`config.mk`:
```
export PLATFORM = sky130hd
export DESIGN_NAME = apb_local_bridge
export DESIGN_NICKNAME = d
export VERILOG_FILES = /design/src/rtl/apb_local_bridge.sv
export SDC_FILE = /design/constraint.sdc
export NUM_CORES = 1
export LEC_CHECK = 0
export ABC_AREA = 1
export CAP_MARGIN = 20
export CORE_UTILIZATION = 45
export CTS_BUF_LIST = sky130_fd_sc_hd__clkbuf_2 sky130_fd_sc_hd__clkbuf_4 sky130_fd_sc_hd__clkbuf_8
export DETAILED_ROUTE_END_ITERATION = 7
export GPL_TIMING_DRIVEN = 0
export PLACE_DENSITY_LB_ADDON = 0.2
export SYNTH_ARGS = -nofsm -noshare
export SYNTH_HDL_FRONTEND = slang
export SYNTH_SLANG_ARGS = --single-unit
```
`constraint.sdc`:
```
create_clock -name PCLK -period 1.75 [get_ports PCLK]
set_input_delay 0.35 -clock PCLK [delete_from_list [all_inputs] [get_ports PCLK]]
set_output_delay 0.35 -clock PCLK [all_outputs]
set_load 0.02 [all_outputs]
```
`src/rtl/apb_local_bridge.sv`:
```
// APB completer that forwards each transfer as one req/ack transaction on a local register bus.
// Local acknowledge latency becomes APB wait states; a missing acknowledge times out to PSLVERR.
module apb_local_bridge #(
    parameter int unsigned ADDR_W  = 4,
    parameter int unsigned DATA_W  = 8,
    parameter int unsigned TIMEOUT = 15
) (
    input  logic              PCLK,
    input  logic              PRESET,
    input  logic              PSEL,
    input  logic              PENABLE,
    input  logic              PWRITE,
    input  logic [ADDR_W-1:0] PADDR,
    input  logic [DATA_W-1:0] PWDATA,
    output logic [DATA_W-1:0] PRDATA,
    output logic              PREADY,
    output logic              PSLVERR,
    output logic              loc_req,
    output logic              loc_write,
    output logic [ADDR_W-1:0] loc_addr,
    output logic [DATA_W-1:0] loc_wdata,
    input  logic              loc_ack,
    input  logic [DATA_W-1:0] loc_rdata
);

    localparam int unsigned CNT_W = $clog2(TIMEOUT) + 1;
    localparam logic [CNT_W-1:0] CNT_LAST = CNT_W'(TIMEOUT - 1);

    typedef enum logic [1:0] {StIdle, StWait, StResp} state_t;

    state_t           state_q;
    logic [CNT_W-1:0] cnt_q;

    always_ff @(posedge PCLK or posedge PRESET) begin
        if (PRESET) begin
            state_q   <= StIdle;
            cnt_q     <= '0;
            PRDATA    <= '0;
            PREADY    <= 1'b0;
            PSLVERR   <= 1'b0;
            loc_req   <= 1'b0;
            loc_write <= 1'b0;
            loc_addr  <= '0;
            loc_wdata <= '0;
        end else begin
            case (state_q)
                StIdle: begin
                    if (PSEL && !PENABLE) begin
                        loc_write <= PWRITE;
                        loc_addr  <= PADDR;
                        loc_wdata <= PWDATA;
                        loc_req   <= 1'b1;
                        cnt_q     <= '0;
                        state_q   <= StWait;
                    end
                end
                StWait: begin
                    cnt_q <= cnt_q + 1'b1;
                    // An acknowledge on the timeout edge still counts as a normal completion.
                    if (loc_ack) begin
                        loc_req <= 1'b0;
                        PREADY  <= 1'b1;
                        PSLVERR <= 1'b0;
                        if (!loc_write) begin
                            PRDATA <= loc_rdata;
                        end
                        state_q <= StResp;
                    end else if (cnt_q == CNT_LAST) begin
                        loc_req <= 1'b0;
                        PREADY  <= 1'b1;
                        PSLVERR <= 1'b1;
                        if (!loc_write) begin
                            PRDATA <= '0;
                        end
                        state_q <= StResp;
                    end
                end
                StResp: begin
                    PREADY  <= 1'b0;
                    PSLVERR <= 1'b0;
                    state_q <= StIdle;
                end
                default: state_q <= StIdle;
            endcase
        end
    end

endmodule
```
* Yosys cells after proc, flatten, opt, wreduce, memory -nomap -nowiden
Cells that the tools add are included.
** Cells by class
- $add $sub $neg :: 1
- Multiply operators :: 0
- Div/mod/pow operators :: 0
- Order comparisons :: 0
- Equal/unequal tests :: 7
- Shifts and indexed selects :: 0
- Muxes and demuxes :: 19
- Bitwise operators :: 0
- Reductions and logical operators :: 12
** Operator list (count)
- 2-to-1 mux 8 bit :: 4
- case mux 5 bit (2 select lines) :: 1
- AND reduction 2 bit :: 4
- 2-to-1 mux 1 bit :: 6
- 2-to-1 mux 2 bit :: 3
- inequality test 2 bit, second input constant :: 3
- case mux 1 bit (2 select lines) :: 3
- nonzero test 2 bit :: 3
- adder 5 x 1 -> 5 bit, second input constant :: 1
- equality test 5 x 4 -> 1 bit, second input constant :: 1
- 2-to-1 mux 5 bit :: 1
- case mux 2 bit (2 select lines) :: 1
- AND reduction 4 bit :: 1
- inequality test 3 bit, second input constant :: 1
- AND reduction 3 bit :: 1
- equality test 2 x 1 -> 1 bit, second input constant :: 1
- equality test 2 bit, second input constant :: 1
- logical NOT 2 bit :: 1
- logical AND 1 bit :: 1
- logical NOT 1 bit :: 1
** Word-level totals
- Register bits after elaboration :: 31
- Latch bits :: 0
- Memory bits (writable) :: 0
- Bits in read-only memories :: 0
- Input port bits :: 26
- Word-level logic and storage cells :: 48
- Memories kept :: 0

* Longest topological paths before layout
- Depth in word-level cells :: 4
- Mapped depth :: 9

* Worst setup path before layout
Ideal clock, no wire load.
- Kind :: register to register
- From :: reg cnt_q[0]
- To :: reg PRDATA[3]
- Setup time :: 0.118 ns
- Arrival time :: 1.085 ns
- Data required time :: 1.632 ns
- Setup slack :: 0.547 ns
- Stages on the path, launching flop included :: 10
- Path through :: dfrtp_1 inv_1 ha_1 inv_1 nor2_1 nand2_1 nand2_1 nand3_2 nand2_1 nand2_1
** On the way
- Word-level cells in the longest chain between the ends :: 3
- Elaborated cells between the ends (all ways) :: 4
** RTL lines
- start, declared :: RTL line 32 : logic [CNT_W-1:0] cnt_q;
- start signal, assigned :: RTL line 58 : cnt_q <= cnt_q + 1'b1;
- equality test 5 x 4 -> 1 bit * :: RTL line 68 : end else if (cnt_q == CNT_LAST) begin
- inequality test 2 bit (no line) / nonzero test 2 bit (equally long branches)
- AND reduction 4 bit (no line) *
- end signal, assigned :: RTL line 65 : PRDATA <= loc_rdata;
- end, declared :: RTL line 15 : output logic [DATA_W-1:0] PRDATA,
Every way passes the cells marked *; elsewhere a longest branch is shown, timed or not.
A chain may end at the register's enable or synchronous reset.

* Worst setup path after layout
- From :: reg loc_wdata[3]
- To :: out loc_wdata[3]
** RTL lines
- start, declared :: RTL line 21 : output logic [DATA_W-1:0] loc_wdata,
- start signal, assigned :: RTL line 44 : loc_wdata <= '0;
- start signal, assigned :: RTL line 51 : loc_wdata <= PWDATA;
No word-level cell between the ends.

==> impl_metrics.toml <==
[placement]
numPortBuffers = 48
post_dp_cell_area_mm2 = 0.00187
dp_hpwl_um = 2210
gp_congestion = 0.746

[worst_setup_path]
r2r_end = "PRDATA[2]$_DFFE_PP0P_"
rrSetupSlack_ps = 340
crit_path_start = "loc_wdata[3]$_DFFE_PP0P_"
crit_family = "buffers and inverters"
required_ps = 1400
cp-start-kind = "flip-flop"
endpoint_kind = "primary output"
critical_path_class = "flip-flop to primary output"
crit_slowest_cell = "clkdlybuf4s50_1"
crit_fanout = 2
critPathArrivalTime_ps = 1320
worstReg2RegStart = "cnt_q[0]$_DFFE_PP0P_"
cpPeakStageDelay_ps = 620
critical_path.cell_chain = "clkdlybuf4s50_1"
path_depth = 1
path_buf_inv = 1
rr_worst_depth = 9

[layout]
nNetsFinal = 232
syn_to_final_growth_pct = 45.7
final_common_cell = "nand2_1"
mostFrequentLayoutCells = "nand2_1 (53), clkdlybuf4s50_1 (48), dfrtp_1 (31), nand3_1 (17), inv_1 (10)"
design_area_mm2 = 0.00193
drive_above_1_share_pct = 9.27
fill_cells = 227
diodes = 0

[route]
drc = 0
wl_per_cell_um = 12.3
first_iter_violations = 26
final_antenna_net_count = 0
dr.pass1.iters = 4
routed_wl_um = 2910
viasPerCell = 5.14
vias = 1213

[global_route]
antenna_found_initial = 0
grt.total_usage_pct = 21.2
grt_max_degree = 18
grt_pass1_wl_um = 5080
grt_pass1_vias = 1207
overflow = 0

[timing]
grt_setup_unrepaired = "no"
finalMaxSlewViolations = 0
slew_headroom_pct = 56.2
setup_viol = 0
timing.final.hold_violations = 0
fin_crit_ps = 1670
min_period_over_period_pct = 95.3
fmax_mhz = 599
clock_skew_ps = 7.92
tightest_slew_ps = 656
tns_ps = 0

[clock_network]
clock-sinks = 31
post_cts_buffers = 0
htreeDepth = 2
cts-buffers-inserted = 5
clk_pin_slew_ps = 90
worstSkewPairLatency_ps = 320
cts_max_path_buffers = 2
post_cts_resized = 0
hold_buffers = 0
clock-root-buffer = "clkbuf_4"
cts_tree = "yes"

[power_and_ir_drop]
switchingPower_mw = 0.870
pwr-share-clk_pct = 16.9
p_leak_nw = 0.967
switching_share_pct = 35.5
intPower_mw = 1.58
finalPower_mw = 2.45
pwr-share-seq_pct = 43.0
comb_power_share_pct = 40.1
power_per_cell_area_mw_per_mm2 = 1270
peakVddDrop_v = 0.00110

[floorplan]
die-height_um = 56.2
ios = 50
fp.dieArea_mm2 = 0.00316
core_mm2 = 0.00278
row_count = 19
start_util_pct = 47.6
die_x_um = 56.2

[min_path]
hold_start = "loc_ack"
hold_class = "primary input to flip-flop"
hold_path_depth = 3
hold_path_end = "PRDATA[6]$_DFFE_PP0P_"

[logic_synthesis]
synth_seq_area_share_pct = 58.6
yosysUniqueCellTypes = 17
synth_nets = 176
synthCells = 148
syn_area_mm2 = 0.00132
yosysWarnings = 0
syn_avg_cell_area_um2 = 8.94
ys_ff_latch = 31

[outcome]
status = "finished, final reports clean"

[flow_run]
cap_violations = 0
-- cell families after synthesis --
kind of cell,Yosys count,share of synthesized area (%)
AOI/OAI and AO/OA,9,3.40
adders and majority gates,2,1.89
buffers and inverters,18,6.80
DFF,31,58.6
and+or+nand+nor,88,29.3
-- layer usage --
layer,vias to the layer above,wire length [um],GRT usage [%]
met5,-,0,0
met4,0,39,6.27
met3,5,171,8.14
met2,37,1460,36.7
met1,582,1240,24.3
li1,589,-,-
-- worst min-delay path, cell delays in order --
cell	delay, ps
buf_2	160
nand4_1	100
nand2_1	50
-- synthesized netlist by cell type (all sizes together) --
master / number / area, um2
ha: 2 / 25.0
and2: 1 / 6.26
dfrtp: 31 / 776
nor2: 7 / 31.3
inv: 11 / 41.3
a21oi: 4 / 20.0
o21ai: 5 / 25.0
clkinv: 1 / 3.75
nand4: 9 / 56.3
nand2: 53 / 199
buf: 6 / 45.0
nand3: 18 / 95.1
-- power groups by stage --
stage / registers, mW / logic, mW / clock network (mW)
2_1_floorplan: 1.27 / 0.280 / 0
3_3_place_gp: 1.05 / 0.959 / 0
3_5_place_dp: 1.06 / 0.992 / 0
4_1_cts: 1.05 / 0.995 / 0.428
5_1_grt: 1.08 / 1.07 / 0.461
6_report: 1.05 / 0.982 / 0.414
-- registers in the layout, summed over array words and instances (netlist names) --
| register | count |
|---|---|
| PRDATA | 8 |
| PREADY | 1 |
| PSLVERR | 1 |
| cnt_q | 5 |
| loc_addr | 4 |
| loc_req | 1 |
| loc_wdata | 8 |
| loc_write | 1 |
| state_q | 2 |
-- cell type report --
type	instances	area, um2	area share, %
buffer	6	45.0	2.34
clock buffer	7	52.6	2.73
clock inverter	1	5.00	0.260
inverter	12	45.0	2.34
multi-input combinational	99	458	23.8
sequential	31	776	40.2
tap	31	38.8	2.01
timing repair buffer	49	508	26.3
-- how the worst max path moves through the flow --
| stage | endpoint | slack [ps] |
|---|---|---|
| 6_report | loc_wdata[3] | 80 |
| 5_1_grt | loc_wdata[4] | 40 |
| 4_1_cts | loc_wdata[3] | 60 |
| 3_5_place_dp | loc_wdata[3]$_DFFE_PP0P_ | 40 |
| 3_3_place_gp | loc_addr[3]$_DFFE_PP0P_ | 9 |
| 2_1_floorplan | PRDATA[3]$_DFFE_PP0P_ | 550 |
-- stage by stage --
stage | setup slack, ps | hold slack (ps) | util, % | instances
CTS | 62.5 | 349 | 69.3 | 236
detailed placement | 36.3 | 458 | 67.3 | 228
global route | 35.3 | 351 | 69.3 | 236
finish | 81.7 | 357 | 69.3 | 236
global placement | 8.76 | 453 | 66.3 | 227
floorplan | 547 | 441 | - | 148
Power figures use the tool's default switching activity.
